<file path="src/rtl/uart_tx_pkg.sv">
// Shared definitions for the UART transmitter: frame width, default clocking
// and the transmit FSM state type.
package uart_tx_pkg;

    localparam int unsigned UART_DATA_BITS    = 8;
    localparam int unsigned UART_DEF_CLK_FREQ = 12000000;
    localparam int unsigned UART_DEF_BAUD     = 115200;

    typedef enum logic [1:0] {
        UART_TX_IDLE  = 2'd0,
        UART_TX_START = 2'd1,
        UART_TX_DATA  = 2'd2,
        UART_TX_STOP  = 2'd3
    } uart_tx_state_e;

endpackage

</file>
<file path="src/rtl/uart_tx_fifo.sv">
// Synchronous byte FIFO for the UART transmitter. Pointers carry one extra
// wrap bit so full and empty fall out of a plain pointer compare. The head
// entry is read combinationally so a pop and its load share one cycle.
module uart_tx_fifo #(
    parameter int unsigned WIDTH = 8,
    parameter int unsigned DEPTH = 16
) (
    input  logic             clk_i,
    input  logic             rstn_i,
    input  logic             wr,
    input  logic             rd,
    input  logic [WIDTH-1:0] din,
    output logic [WIDTH-1:0] dout,
    output logic             full,
    output logic             empty
);

    localparam int unsigned AW = $clog2(DEPTH);

    logic [AW:0]      wptr;
    logic [AW:0]      rptr;
    logic [WIDTH-1:0] mem [DEPTH];
    logic             wr_en;
    logic             rd_en;

    assign full  = (wptr[AW] != rptr[AW]) && (wptr[AW-1:0] == rptr[AW-1:0]);
    assign empty = (wptr == rptr);
    assign wr_en = wr & ~full;
    assign rd_en = rd & ~empty;
    assign dout  = mem[rptr[AW-1:0]];

    // Advance the pointers on accepted writes and pops; reset flushes the FIFO.
    always_ff @(posedge clk_i or negedge rstn_i) begin
        if (!rstn_i) begin
            wptr <= '0;
            rptr <= '0;
        end else begin
            if (wr_en) wptr <= wptr + 1'b1;
            if (rd_en) rptr <= rptr + 1'b1;
        end
    end

    // Storage array; contents are don't-care until written.
    always_ff @(posedge clk_i) begin
        if (wr_en) mem[wptr[AW-1:0]] <= din;
    end

endmodule

</file>
<file path="src/rtl/uart_tx.sv">
// Byte-oriented 8N1 UART transmitter with an internal byte FIFO. The system
// clock is divided down to the bit rate internally; frames are sent back to
// back while the FIFO holds data.
module uart_tx
    import uart_tx_pkg::*;
#(
    parameter int unsigned CLK_FREQ   = UART_DEF_CLK_FREQ,
    parameter int unsigned BAUD       = UART_DEF_BAUD,
    parameter int unsigned FIFO_DEPTH = 16
) (
    input  logic                      clk_i,
    input  logic                      rstn_i,
    input  logic [UART_DATA_BITS-1:0] data_i,
    input  logic                      data_i_v,
    output logic                      ready_o,
    output logic                      tx_o,
    output logic                      busy_o,
    output logic                      overflow_o
);

    localparam int unsigned CLKS_PER_BIT = CLK_FREQ / BAUD;
    localparam int unsigned BW           = $clog2(CLKS_PER_BIT);

    uart_tx_state_e            state;
    logic [BW-1:0]             baud_cnt;
    logic [2:0]                bit_cnt;
    logic [UART_DATA_BITS-1:0] shift_q;
    logic [UART_DATA_BITS-1:0] fifo_dout;
    logic                      fifo_full;
    logic                      fifo_empty;
    logic                      baud_end;
    logic                      pop;

    assign baud_end = (baud_cnt == BW'(CLKS_PER_BIT - 1));
    // The FSM loads the head in IDLE, or at the end of a stop bit so that
    // queued frames follow each other with no idle gap.
    assign pop      = ~fifo_empty &
                      ((state == UART_TX_IDLE) | ((state == UART_TX_STOP) & baud_end));
    assign ready_o  = ~fifo_full;
    assign busy_o   = (state != UART_TX_IDLE) | ~fifo_empty;

    uart_tx_fifo #(
        .WIDTH (UART_DATA_BITS),
        .DEPTH (FIFO_DEPTH)
    ) u_fifo (
        .clk_i  (clk_i),
        .rstn_i (rstn_i),
        .wr     (data_i_v & ~fifo_full),
        .rd     (pop),
        .din    (data_i),
        .dout   (fifo_dout),
        .full   (fifo_full),
        .empty  (fifo_empty)
    );

    // Sticky overflow flag: any write attempt while full, even alongside a pop.
    always_ff @(posedge clk_i or negedge rstn_i) begin
        if (!rstn_i) begin
            overflow_o <= 1'b0;
        end else if (data_i_v & fifo_full) begin
            overflow_o <= 1'b1;
        end
    end

    // Transmit FSM: start bit, eight data bits LSB first, stop bit.
    always_ff @(posedge clk_i or negedge rstn_i) begin
        if (!rstn_i) begin
            state    <= UART_TX_IDLE;
            tx_o     <= 1'b1;
            baud_cnt <= '0;
            bit_cnt  <= '0;
            shift_q  <= '0;
        end else begin
            case (state)
                UART_TX_IDLE: begin
                    tx_o <= 1'b1;
                    if (pop) begin
                        shift_q  <= fifo_dout;
                        tx_o     <= 1'b0;
                        baud_cnt <= '0;
                        state    <= UART_TX_START;
                    end
                end
                UART_TX_START: begin
                    if (baud_end) begin
                        baud_cnt <= '0;
                        tx_o     <= shift_q[0];
                        bit_cnt  <= '0;
                        state    <= UART_TX_DATA;
                    end else begin
                        baud_cnt <= baud_cnt + BW'(1);
                    end
                end
                UART_TX_DATA: begin
                    if (baud_end) begin
                        baud_cnt <= '0;
                        shift_q  <= shift_q >> 1;
                        if (bit_cnt == 3'(UART_DATA_BITS - 1)) begin
                            tx_o  <= 1'b1;
                            state <= UART_TX_STOP;
                        end else begin
                            tx_o    <= shift_q[1];
                            bit_cnt <= bit_cnt + 3'd1;
                        end
                    end else begin
                        baud_cnt <= baud_cnt + BW'(1);
                    end
                end
                UART_TX_STOP: begin
                    if (baud_end) begin
                        baud_cnt <= '0;
                        if (pop) begin
                            shift_q <= fifo_dout;
                            tx_o    <= 1'b0;
                            state   <= UART_TX_START;
                        end else begin
                            state   <= UART_TX_IDLE;
                        end
                    end else begin
                        baud_cnt <= baud_cnt + BW'(1);
                    end
                end
            endcase
        end
    end

endmodule

</file>
<file path="config.mk">
export PLATFORM = sky130hd
export DESIGN_NAME = uart_tx
export DESIGN_NICKNAME = d
export VERILOG_FILES = /design/src/rtl/uart_tx_pkg.sv /design/src/rtl/uart_tx_fifo.sv /design/src/rtl/uart_tx.sv
export SDC_FILE = /design/constraint.sdc
export NUM_CORES = 1
export LEC_CHECK = 0
export CORE_MARGIN = 2
export CORE_UTILIZATION = 40
export DETAILED_ROUTE_END_ITERATION = 8
export GPL_TIMING_DRIVEN = 0
export PLACE_DENSITY = 0.67
export RECOVER_POWER = 50
export SYNTH_ARGS = -nofsm -noshare
export SYNTH_HDL_FRONTEND = slang
export SYNTH_SLANG_ARGS = --single-unit
</file>
<file path="constraint.sdc">
create_clock -name clk_i -period 2.35 [get_ports clk_i]
set_input_delay 0.3525 -clock clk_i [delete_from_list [all_inputs] [get_ports clk_i]]
set_output_delay 0.3525 -clock clk_i [all_outputs]
set_load 0.01 [all_outputs]
</file>
== Yosys cells after proc, flatten, opt, wreduce, memory -nomap -nowiden ==
Memory sizes are Yosys's and may differ from the RTL's.
Cells that the tools add are included.

* Add/subtract/negate cells: 4
* Equality and inequality tests: 15
* Muxes and demuxes: 27
* Bitwise operators: 10
* Reduce and logical (&&, ||, !) cells: 10

{| class="wikitable"
|+ Operators by type and width
! cell !! number
|-
| $mux 8 || 3
|-
| $pmux 8 s3 || 1
|-
| $mux 7 || 2
|-
| $pmux 7 s2 || 1
|-
| $add 5x1->5 const B || 2
|-
| $mux 2 || 5
|-
| $ne 2x2->1 const B || 5
|-
| $mux 1 || 9
|-
| $mux 3 || 3
|-
| $pmux 2 s4 || 1
|-
| $reduce_and 4->1 || 2
|-
| $add 7x1->7 const B || 1
|-
| $eq 7x7->1 const B || 1
|-
| $and 1x1->1 || 6
|-
| $pmux 3 s2 || 1
|-
| $eq 5x5->1 || 1
|-
| $reduce_and 5->1 || 1
|-
| $eq 2x2->1 const B || 2
|-
| $eq 4x4->1 || 1
|-
| $ne 2x1->1 const B || 2
|-
| $pmux 1 s4 || 1
|-
| $reduce_bool 2->1 || 2
|-
| $add 3x1->3 const B || 1
|-
| $eq 3x3->1 const B || 1
|-
| other kinds (9) || 11
|}

* Register bits after elaboration: 32
* Bits in writable memories: 128
* Input port bits: 11
* Output and inout bits: 4
* Word-level logic and storage cells: 75
* Memories: 1

{| class="wikitable"
|+ Memory list
! name !! words !! width !! read ports !! clocked after Yosys merged registers in !! wr ports !! line !! RTL
|-
| u_fifo.mem || 16 || 8 || 1 || 0 || 1 || uart_tx_fifo.sv:22 || <nowiki>logic [WIDTH-1:0] mem [DEPTH];</nowiki>
|}

== Longest topological paths before layout ==
Gate-level depths: netlist of the first run.

* Depth in word-level cells: 7
* Mapped depth: 8

== Modules after synthesis ==
From an unflattened synthesis of the first run, not the netlist that was laid out.

* Cells, all modules: 420
* Area, all modules: 7,000.5 µm²

{| class="wikitable"
|+ By module, submodules not included
! module !! instances !! cells each !! area each (µm²)
|-
| uart_tx_fifo || 1 || 277 || 5,585.4
|-
| uart_tx || 1 || 143 || 1,415.1
|}

== Worst setup path after synthesis of the first run ==
No wires, ideal clock.

* Path kind: register to register
* From: reg u_fifo.rptr[0]
* To: mem u_fifo.mem[3][0] (enable)
* Setup time: 0.383 ns
* Arrival time: 1.927 ns
* Required time: 1.967 ns
* Setup slack: 0.040 ns
* Cell stages (with the launch flop): 7
* Buffers on the path: 1
* Period minus slack after synthesis: 2.310 ns
* Cell sequence: dfrtp_1 buf_6 xor2_1 nor4_4 a21boi_2 nand2_1 nor3_1

* Cells in the longest elaborated chain, start to end: 7

{| class="wikitable"
|+ RTL lines
! item !! line !! RTL
|-
| from (decl) || uart_tx_fifo.sv:21 || <nowiki>logic [AW:0] rptr;</nowiki>
|-
| from (signal assigned) || uart_tx_fifo.sv:39 || <nowiki>if (rd_en) rptr <= rptr + 1'b1;</nowiki>
|-
| $eq 4x4->1 (*) || uart_tx_fifo.sv:26 || <nowiki>assign full = (wptr[AW] != rptr[AW]) && (wptr[AW-1:0] == rptr[AW-1:0]);</nowiki>
|-
| $logic_and 1x1->1 (*) || uart_tx_fifo.sv:26 ||
|-
| $not 1->1 (*) || uart_tx_fifo.sv:28, uart_tx.sv:48 ||
|-
| $and 1x1->1 || uart_tx.sv:48 || <nowiki>.wr (data_i_v & ~fifo_full),</nowiki>
|-
| $and 1x1->1 (*) || uart_tx_fifo.sv:28 || <nowiki>assign wr_en = wr & ~full;</nowiki>
|-
| $mux 1 (*) || uart_tx_fifo.sv:45 || <nowiki>if (wr_en) mem[wptr[AW-1:0]] <= din;</nowiki>
|-
| $mux 1 (implied by the code) (*) || uart_tx_fifo.sv:45 ||
|-
| to (decl) || uart_tx_fifo.sv:22 ||
|}

Mark *: on every way between the ends. The rest lies on a longest branch, timed or not.

== Worst setup path after layout of the first run ==
* From: reg u_fifo.rptr[0]
* To: out busy_o

* Cells in the longest elaborated chain, start to end: 3

{| class="wikitable"
|+ RTL lines
! item !! line !! RTL
|-
| $eq 5x5->1 || uart_tx_fifo.sv:27 || <nowiki>assign empty = (wptr == rptr);</nowiki>
|-
| $not 1->1 || uart_tx.sv:40 || <nowiki>assign busy_o = (state != UART_TX_IDLE) | ~fifo_empty;</nowiki>
|-
| $or 1x1->1 || uart_tx.sv:40 ||
|-
| to (decl) || uart_tx.sv:17 || <nowiki>output logic busy_o,</nowiki>
|}

No other way between the ends.

==> metrics.txt, run 1 <==
status complete, but fails checks; failing checks capacitance limit, slew limit; critical path data arrival time 1970 ps; GR Overflow Total 0; max-cap violations 1; Multi-input gate area 2140 µm²; clock slew at reported path FFs ~60 ps; Worst slew margin -26.2%; I/O pin count 15; routability cong. around 0.77; largest net degree at the start of global routing 33; diode count 0; synth warn 0; root buf cell clkbuf_16; min-delay worst type in -> async; Tcrit/Tclk final 98.6%; Area Growth Syn to Fin 20.5%; endpoint class of the critical path primary output; Vias 3,671; skew final 17.5 ps; htree depth 4; most frequent cell after synthesis edfxtp_1; Yosys top cell area share between 50 and 60%; core area 16,500 µm²; Critical Path RT 2000 ps; Total Routed Length ~13 mm; number of clock sinks 160; layout cells sized above 1 27.1%; first drt pass iteration count 4; RSZ-0062 raised after global routing yes; number of buffers added on ports 14; Max VDD drop between 0.7 and 0.8 mV; share of flip-flops with an asynchronous set or reset approximately 20%; RR Startpoint u_fifo.rptr[1]$_DFFE_PN0P_; Pwr Density 1250 nW/µm²; Routed WL per cell 19.7 µm; Final Critical Period 2320 ps; worst-path fanout max 3; initial drt markers roughly 230; Starting Density just over 40%; antenna viol nets, final 0; Synth Instances 402; Yosys cell types 46; cell area after synthesis 6740 µm²; Worst Tran Pin Value 1890 ps; Leak 2.83 nW; Vias/cell 5.38; Die W 134 µm; register area 4650 µm²; placed cells ~640; later-pin clock latency in the skew report 430 ps; sequential fraction of the synthesis area between 60% and 70%; first-pass GRT wire length 20.9 mm; Max Freq 431 MHz; vias in the first global route about 3,700; leading area contributor after synthesis edfxtp_1; M2 GR Usage about 25%; CP Launch Point u_fifo.rptr[0]$_DFFE_PN0P_; M1 GR Usage 20.7%; hold_buf cts 0; net count after synthesis 427; total track usage between 10% and 20%; fill count 1,348; drt drc 0; Synth Register Bits 160; fin. max-slew vios 33; setup violators final 0; GRT met3 Usage 3.92%; Crit Path Category reg -> out; row count 47; CP Launch Type flop; CTS Buf Count 17; Most used DFF post-synth edfxtp_1; initial antenna violation count 0; hpwl dp 8.43 mm; Non-Filler Instances roughly 680; CTS tree yes; Post-synth EDFFs 128; most frequent cells after synthesis edfxtp_1, dfrtp_1, mux4_2, nand2_1, nor2_1; Layout Nets 474; global route hottest layer met2; Die Ht 134 µm; Area contributors post-synth edfxtp_1, dfrtp_1, mux4_2, ha_1, mux2i_1; Die ar. 17,900 µm²; clock buffer depth 2; Final Hold Vio Count 0; Mean Syn Cell Area 16.8 µm²; Fin Setup TNS 0 ps
-- per-layer routing --
| layer | vias up | wire length (µm) |
|---|---|---|
| met4 | 0 | 282 |
| met1 | 1888 | 5690 |
| li1 | 1670 | - |
| met5 | - | 0 |
| met2 | 97 | 6740 |
| met3 | 16 | 742 |
-- timing repair --
action	in CTS	in global routing
resized for setup	47	21
setup buffers	7	7
endpoints found under the hold margin	0	0
pin swaps	6	5
setup endpoints to repair	123	99
-- state kept, by name (all words and copies together) (netlist names) --
register     cells
baud_cnt         7
bit_cnt          3
overflow_o       1
shift_q          8
state            2
tx_o             1
u_fifo.mem     128
u_fifo.rptr      5
u_fifo.wptr      5
-- cell usage in the layout, fill, tap and decap left out, types with 5 or more instances in the layout --
master,netlist,routed
edfxtp_1,128,128
dfrtp_1,31,30
mux4_2,26,26
nand2_1,23,19
clkbuf_16,0,17
mux2i_1,16,16
ha_1,14,14
buf_4,3,12
o21ai_0,12,12
nor2_1,23,12
nor2_4,0,11
a21oi_1,11,11
xnor2_1,10,10
clkbuf_1,7,10
mux2_2,8,8
dlygate4sd3_1,0,8
o221ai_1,7,7
buf_6,2,6
xor2_1,7,6
a22o_1,6,6
a22oi_1,8,6
a2bb2oi_1,6,6
inv_1,7,5
-- metrics by stage --
step	util, %	hold WS (ps)	total power (W)	area [µm²]	setup WS, ps
3_5_place_dp	43.3	463	0.00697	7160	-688
3_3_place_gp	43.3	460	0.00687	7150	-681
2_1_floorplan	-	56.9	0.00612	6740	39.5
6_report	49.1	452	0.0102	8120	32.4
5_1_grt	49.1	497	0.0107	8120	-34.8
4_1_cts	48.4	26.3	0.0100	7990	5.64
-- worst max-delay path, cell delays in order, from the launching register on --
cell and delay (ps):
dfrtp_1 410, buf_12 150, xor2_4 180, nor4_4 400
and3_4 260, inv_2 40, buf_6 110
-- logic make-up after synthesis --
logic type               synth area share [%]
AND/OR/NAND/NOR                          5.26
buffers and inverters                    2.02
AO/OA/AOI/OAI                            6.52
flip-flops                               69.0
adder cells (fa/ha/maj)                  2.60
XOR/XNOR                                 2.21
multiplexers                             12.4
-- worst paths after layout --
path	endpoint	slack, ps	depth (start not counted)
min in group clk_i	overflow_o$_DFFE_PN0P_	470	1
worst max register to register	u_fifo.mem[0][0]$_DFFE_PP_	100	8
worst min register to register	overflow_o$_DFFE_PN0P_	470	1
worst max-delay path	busy_o	30	6
worst min-delay path	baud_cnt[3]$_DFFE_PN0P_	450	1
max in group asynchronous	u_fifo.rptr[3]$_DFFE_PN0P_	680	1
-- final cells by class --
class,instances,area share [%]
flip-flops and latches,160,57.2
multi-input cells,215,26.4
clock buffers,21,5.55
well taps,220,3.39
clock inverters,11,1.90
plain buffers,17,1.57
inverters,8,0.416
repair buffers,30,3.56
-- report_power, final --
group	switching, W	internal, W	total, W
logic	0.00194	0.00162	0.00356
clock network	0.00108	0.00171	0.00279
registers	0.000276	0.00354	0.00382
total	0.00330	0.00687	0.0102
Power figures use the tool's default switching activity.
==> inputs of run 2 (changes only) <==
Settings changed: CORE_ASPECT_RATIO set to 1.2, GPL_TIMING_DRIVEN 0 to not set.
==> run 2 against run 1 <==
Against the previous run: the run now ends clean; routed wire length fell by 0.76%; via count fell by 0.46%; die area barely moved; highest routed layer unchanged; clock skew fell by 13 ps; register-to-register slack improved by 120 ps.
==> metrics.txt, run 2 (synthesis gave the netlist of run 1 again) <==
status finished clean; diode count 0; Starting Density 41.2%; most common library cell in the layout ignoring fill and taps edfxtp_1; CP Launch Type flop; Leak ~2.8 nW; total track usage between 10% and 20%; WL met1 approximately 5.7 mm; Die Ht 146 µm; critical path data arrival time 1880 ps; largest net degree at the start of global routing 43; Area Growth Syn to Fin 17.9%; Critical Path RT 2000 ps; crit-path max cell delay 440 ps; dpl cell area 7320 µm²; CTS tree yes; Power, Total 0.00984 W; placed cells 645; initial drt markers between 200 and 300; number of buffers added on ports 14; vias in the first global route 3,783; layout cells sized above 1 24.8%; Worst slew margin 45.0%; RR Startpoint state[0]$_DFFE_PN0P_; later-pin clock latency in the skew report 420 ps; drt drc 0; Worst Reg-to-Reg Cells 7; highest-count cells in the layout ignoring fill and taps edfxtp_1, buf_4, dfrtp_1; Max Freq about 450 MHz; clock slew at reported path FFs around 60 ps; skew final 4.56 ps; antenna viol nets, final 0; Total Routed Length 13.4 mm; Finished Cell Area 7940 µm²; RSZ-0062 raised after global routing no; hpwl dp 8.66 mm; worst-path fanout max 4; min-delay src overflow_o$_DFFE_PN0P_; max reg flops 128; reg2reg setup slack 220 ps; I/O pin count 15; endpoint class of the critical path primary output; CTS Buf Count 17; depth of the worst hold-timing path 1; Vias 3,654; CP Launch Point u_fifo.rptr[1]$_DFFE_PN0P_; min-delay worst type reg -> reg; number of clock sinks 160; max-cap violations 0; routability cong. 0.877; R2R Path End shift_q[5]$_DFFE_PN0P_; Pwr Density 1240 nW/µm²; root buf cell clkbuf_16; Routed WL per cell around 20 µm; first drt pass iteration count 4; top sig layer met4; WL met3 just under 500 µm; met2 WL 6.90 mm; Die W 122 µm; Vias/cell approximately 5.4; Layout Nets 480; Die ar. 17,900 µm²; Final Hold Vio Count 0; Tcrit/Tclk final between 90% and 100%; core area 16,300 µm²; Hold Path Sink overflow_o$_DFFE_PN0P_; clock buffer depth 2; row count 51; htree depth 4; first-pass GRT wire length about 21 mm; Worst Tran Pin Value approximately 820 ps; post-layout util 48.6%; setup violators final 0; crit path cell chain xor2_2 -> nor4_4 -> buf_4 -> nand2_1 -> dlygate4sd2_1; Non-Filler Instances 680; Crit Path Category reg -> out; Max VDD drop 0.628 mV; Fin Setup TNS 0 ps; Final Critical Period 2230 ps; fin. max-slew vios 0; Slowest-stage cell, CP dfrtp_2; GR Overflow Total 0; initial antenna violation count 0
## run 2: cell type report
class | instances | area, µm²
clock buffer | 17 | 425
multi-input combinational | 215 | 1970
fill | 1380 | 8400
sequential | 160 | 4650
clock inverter | 15 | 166
tap | 212 | 265
timing repair buffer | 53 | 437
inverter | 8 | 30.0
## run 2: per-stage QoR
step           setup WS [ps]  hold WS [ps]
6_report                 121           470
4_1_cts                -7.18           337
3_3_place_gp             228           459
3_5_place_dp             197           465
5_1_grt                 14.4           499
2_1_floorplan           39.5          56.9
## run 2: timing repair
action                     CTS  global route
resized for setup            2             5
pin swaps                    2             2
setup endpoints to repair    2             1
buffers inserted             3             0
hold buffers                 0             0
## run 2: report_power, final
group | internal, W | total [W] | switching [W]
clock | 0.00166 | 0.00275 | 0.00109
sequential | 0.00354 | 0.00380 | 0.000264
combinational | 0.00155 | 0.00328 | 0.00173
## run 2: routing by layer
| metal | GRT usage [%] | up-vias |
|---|---|---|
| met3 | 4.38 | 20 |
| met2 | 27.3 | 75 |
| met1 | 20.5 | 1877 |
| met4 | 5.11 | 0 |
| met5 | 0 | - |
| li1 | - | 1682 |
## run 2: worst max path at each step
stage | end | cells past startpoint
detailed placement | busy_o | 5
CTS | busy_o | 6
floorplan | u_fifo.mem[3][0]$_DFFE_PP_ | 6
global placement | busy_o | 5
global route | ready_o | 5
finish | ready_o | 5
## run 2: critical path: cells and delay by family, from the launching register on
family | cells | cell delay (ps)
buffers and inverters | 2 | 470
flip-flops | 1 | 440
AND/OR/NAND/NOR | 2 | 360
XOR/XNOR | 1 | 190
==> inputs of run 3 (changes only) <==
Settings changed: CTS_CLUSTER_SIZE set to 24.
==> results of run 3 <==
Same layout as run 2: the final DEF is identical, and so are final timing and power.
==> variant 1: new RTL, config.mk and constraints of run 3 <==
Reset style: synchronous (`rstn_i`), changed in 3 clocked blocks.
--- a/src/rtl/uart_tx_fifo.sv
+++ b/src/rtl/uart_tx_fifo.sv
@@ -30,7 +30,7 @@
     assign dout  = mem[rptr[AW-1:0]];
 
     // Advance the pointers on accepted writes and pops; reset flushes the FIFO.
-    always_ff @(posedge clk_i or negedge rstn_i) begin
+    always_ff @(posedge clk_i) begin
         if (!rstn_i) begin
             wptr <= '0;
             rptr <= '0;
--- a/src/rtl/uart_tx.sv
+++ b/src/rtl/uart_tx.sv
@@ -54,7 +54,7 @@
     );
 
     // Sticky overflow flag: any write attempt while full, even alongside a pop.
-    always_ff @(posedge clk_i or negedge rstn_i) begin
+    always_ff @(posedge clk_i) begin
         if (!rstn_i) begin
             overflow_o <= 1'b0;
         end else if (data_i_v & fifo_full) begin
@@ -63,7 +63,7 @@
     end
 
     // Transmit FSM: start bit, eight data bits LSB first, stop bit.
-    always_ff @(posedge clk_i or negedge rstn_i) begin
+    always_ff @(posedge clk_i) begin
         if (!rstn_i) begin
             state    <= UART_TX_IDLE;
             tx_o     <= 1'b1;
Function: differs if rstn_i is asserted again (counterexample within 4 cycles, from zero or initial values and one cycle with rstn_i low); with rstn_i held inactive, the same outputs for 10 cycles.
==> variant 1 against run 3 <==
Design area rose by 2.2%; wire length grew 8.6%; largest cell class unchanged; first-iteration DRC count shrank 4.8%; count of clock-buffer cells in the layout increased by 1; synthesized cell count is 13% higher; via count grew 9.8%; sequential cell count increased by 4; combinational power shrank 45%; total power shrank 18%; area after synthesis rose by 3.0%; hold slack better by 0.013 ns; largest power group unchanged; setup slack worse by 0.011 ns.
==> variant 1: results (changes against run 3) <==
[critical_path]
crit_fanout=12  ; +8
crit_slowest_cell=mux4_2
critPathMaxStageDelay_ns=0.55  ; +0.11 ns
rrSetupSlack_ns=0.11  ; -0.11 ns
critPathTopFamily=compound AO/OA/AOI/OAI gates
reg2reg_depth=5  ; -2
r2r-end=shift_q[2]$_SDFFE_PN0P_
crit_arrival_ns=2.55  ; +0.67 ns

[min_path]
min_from=shift_q[7]$_SDFFE_PN0P_
worstHoldEndpoint=shift_q[7]$_SDFFE_PN0P_

[global_routing]
grt_pass1_vias=4205  ; +11%
grtUsageTotal=0.164  ; +0.00108
grt_use_met3=0.0338  ; -0.00994
grt_util_met1=0.197  ; -0.00779
grt_start_max_net_pins=29  ; -33%
grt_pass1_wl_mm=23.0  ; +7.6%

[placed_design]
hpwl_mm=10.0  ; +16%
gp_congestion=0.838  ; -4.5%

[yosys]
syn_nets=478  ; +12%
synth_cell_types=60  ; +30%
synth.yosys.seq_area_share=0.658  ; -0.0316
synth.area.top_cells=edfxtp_1 (55%), dfxtp_1 (10%), mux2i_1 (5.3%)
async_reset_ff_frac=0  ; -0.200
synthTopCellsByCount=edfxtp_1 (128), mux2i_1 (37), dfxtp_1 (36)

[clocking]
cts-resized-gates=6  ; +4
clock_path_buffers=2  ; unchanged
postCtsSetupRepairBufs=1  ; -2

[routing]
drt-initial-drc-count=240  ; -4.8%
detail_route.first_pass.iterations=4  ; unchanged
dr_wl_met3_microns=418  ; -16%
num_vias=4013  ; +9.8%
wl_met1_mm=6.16  ; +8.2%

[timing]
min_period_over_period=0.953  ; +0.00468
skew_ns=0.00917  ; +0.00461 ns
worstMarginPinSlew_ns=0.846  ; +0.0211 ns

[cells_and_area]
nNetsFinal=530  ; +10%
n_antenna_cell=0  ; unchanged

[power]
peakVddDrop_uv=556  ; -12%
p_leak_nw=2.72  ; -4.4%

[outcome]
outcome=finished clean

-- variant 1: cell type report --
class	instances	area, sq um
well taps	216	270
multi-input cells	260	2200
inverters	9	33.8
clock inverters	14	175
fillers	1457	8800
flip-flops and latches	164	4570
repair buffers	53	432
clock buffers	18	429
-- variant 1: where the power goes --
part / internal (W) / total (W) / switching, W
Clock: 0.00168 / 0.00281 / 0.00113
Sequential: 0.00329 / 0.00342 / 0.000129
Combinational: 0.000799 / 0.00182 / 0.00102
Total: 0.00577 / 0.00805 / 0.00228
-- variant 1: worst max path at each step --
stage,from,endpoint,depth (start not counted)
finish,register,shift_q[2]$_SDFFE_PN0P_,5
global route,register,shift_q[4]$_SDFFE_PN0P_,7
CTS,state[1]$_SDFFE_PN0P_,busy_o,6
detailed placement,register,shift_q[2]$_SDFFE_PN0P_,5
global placement,register,shift_q[2]$_SDFFE_PN0P_,5
floorplan,u_fifo.wptr[3]$_SDFFE_PN0P_,u_fifo.mem[0][0]$_DFFE_PP_,7
-- variant 1: cells by family (layout without fill, tap and decap cells) --
group,count (synthesis),after routing,share of synthesized area
xor gates and xnor gates,12,12,0.0162
muxes,53,53,0.106
adders and majority gates,14,14,0.0253
AOI/OAI and AO/OA,88,88,0.0954
and+or+nand+nor,93,93,0.0741
DFF,164,164,0.658
buffers and inverters,29,94,0.0249
-- variant 1: through the flow --
step / hold WS, ns / total power (W) / instances / utilization / area [sq um]
2_1_floorplan: 0.434 / 0.00478 / 453 / - / 6940
3_5_place_dp: 0.481 / 0.00531 / 701 / 0.444 / 7510
6_report: 0.483 / 0.00805 / 734 / 0.480 / 8110
3_3_place_gp: 0.454 / 0.00527 / 701 / 0.444 / 7510
4_1_cts: 0.482 / 0.00815 / 734 / 0.481 / 8130
5_1_grt: 0.492 / 0.00840 / 734 / 0.480 / 8110
==> variant 2: new RTL, config.mk and constraints of run 3 <==
Without the edit above. Change the package constant `UART_DEF_CLK_FREQ` from 12000000 to 6000000.
--- a/src/rtl/uart_tx_pkg.sv
+++ b/src/rtl/uart_tx_pkg.sv
@@ -3,7 +3,7 @@
 package uart_tx_pkg;
 
     localparam int unsigned UART_DATA_BITS    = 8;
-    localparam int unsigned UART_DEF_CLK_FREQ = 12000000;
+    localparam int unsigned UART_DEF_CLK_FREQ = 6000000;
     localparam int unsigned UART_DEF_BAUD     = 115200;
 
     typedef enum logic [1:0] {
Behaviour: no difference found for any inputs over 10 cycles, from zero or initial values and one cycle with rstn_i low; that may be too few to reach the edited logic, so the function may still have changed.
==> variant 2 against run 3 <==
Critical path depth decreased by 1; setup slack got worse by 0.025 ns; design area increased by 1.3%; total power increased by 3.5%; wire length increased by 2.8%; area after synthesis increased by 0.89%; first-iteration DRC count decreased by 10%; non-clock buffer count decreased by 4; sequential cell count decreased by 1; global-route usage increased by 0.12 points; die area increased by 0.86%.
==> variant 2: results (changes against run 3) <==
[routing]
met2WireLength_mm=7.45  ; +8.0%
drt-initial-drc-count=226  ; -10%
vias_per_cell=5.39  ; +0.38%
num_vias=3765  ; +3.0%
wl_met1_mm=5.50  ; -3.4%
dr_wl_met3_microns=557  ; +13%
detail_route.first_pass.iterations=5  ; +1

[timing]
slew_headroom=0.456  ; +0.00555
skew_ns=0.00851  ; +0.00395 ns
max_freq_mhz=444  ; -1.1%

[placed_design]
dp_slack_ns=0.126  ; -0.0704 ns
gp_congestion=0.801  ; -8.6%

[cells_and_area]
drive_gt1_frac=0.226  ; -0.0217
nFillCells=1396  ; +1.2%

[outcome]
outcome=finished clean

[yosys]
synth_fa_ha_area_frac=0.0258  ; -0.000230
synth_xor_area_frac=0.0180  ; -0.00406
synth_compound_area_frac=0.0630  ; -0.00223
syn_area_per_cell_sq_um=16.1  ; -3.7%
async_reset_ff_frac=0.195  ; -0.00503
syn_nets=446  ; +4.4%
synthTopCellsByCount=edfxtp_1 (128), dfrtp_1 (30), nor2_1 (28)
synthMuxAreaShare=0.133  ; +0.00848
synth_cell_types=48  ; +4.3%

[critical_path]
critPathMaxStageDelay_ns=0.47  ; +0.03 ns
crit_slowest_cell=clkdlybuf4s50_1

[global_routing]
grt_pass1_wl_mm=21.7  ; +1.7%
grtUsageTotal=0.164  ; +0.00119
grt_pass1_vias=3959  ; +4.7%
grt_start_max_net_pins=45  ; +4.7%

[clocking]
cts-resized-gates=4  ; +2

[power]
p_leak_nw=2.91  ; +2.1%

==> variant 2: cell count changes after synthesis, sizes merged, moves of 4 or more <==
cell / change
a21oi: -7
inv: +9
o221ai: -7
o22ai: +14
mux2i: +11
a22oi: -8
xor2: -5
a311o: +5
nor2: +5
nor3: +4
==> variant 2: worst paths after layout <==
path | from | slack, ns | endpoint
min | overflow_o$_DFFE_PN0P_ | 0.48 | overflow_o$_DFFE_PN0P_
min in group asynchronous | rstn_i | 0.54 | u_fifo.rptr[4]$_DFFE_PN0P_
max in group asynchronous | rstn_i | 1.24 | u_fifo.rptr[0]$_DFFE_PN0P_
max | u_fifo.rptr[0]$_DFFE_PN0P_ | 0.1 | ready_o
max reg2reg | state[1]$_DFFE_PN0P_ | 0.11 | shift_q[2]$_DFFE_PN0P_
min reg2reg | overflow_o$_DFFE_PN0P_ | 0.48 | overflow_o$_DFFE_PN0P_
==> variant 2: power by group <==
part	internal, W	switching [W]
logic	0.00166	0.00187
registers	0.00352	0.000257
clock network	0.00171	0.00116
total	0.00689	0.00329
==> variant 2: final cells by class <==
| class | instances | area, sq um | share of cell area |
|---|---|---|---|
| Sequential cell | 159 | 4620 | 0.575 |
| Multi-Input combinational cell | 226 | 2040 | 0.253 |
| Clock buffer | 17 | 425 | 0.0529 |
| Timing Repair Buffer | 49 | 428 | 0.0532 |
| Tap cell | 216 | 270 | 0.0336 |
| Inverter | 16 | 60.1 | 0.00747 |
| Clock inverter | 15 | 196 | 0.0244 |
==> variant 2: logic make-up (layout without fill, tap and decap cells) <==
logic type | count (synthesis) | in the layout
flops | 159 | 159
simple gates | 82 | 82
compound gates | 58 | 58
mux | 58 | 58
buf+inv | 36 | 97
fa+ha+maj | 14 | 14
xor+xnor | 14 | 14
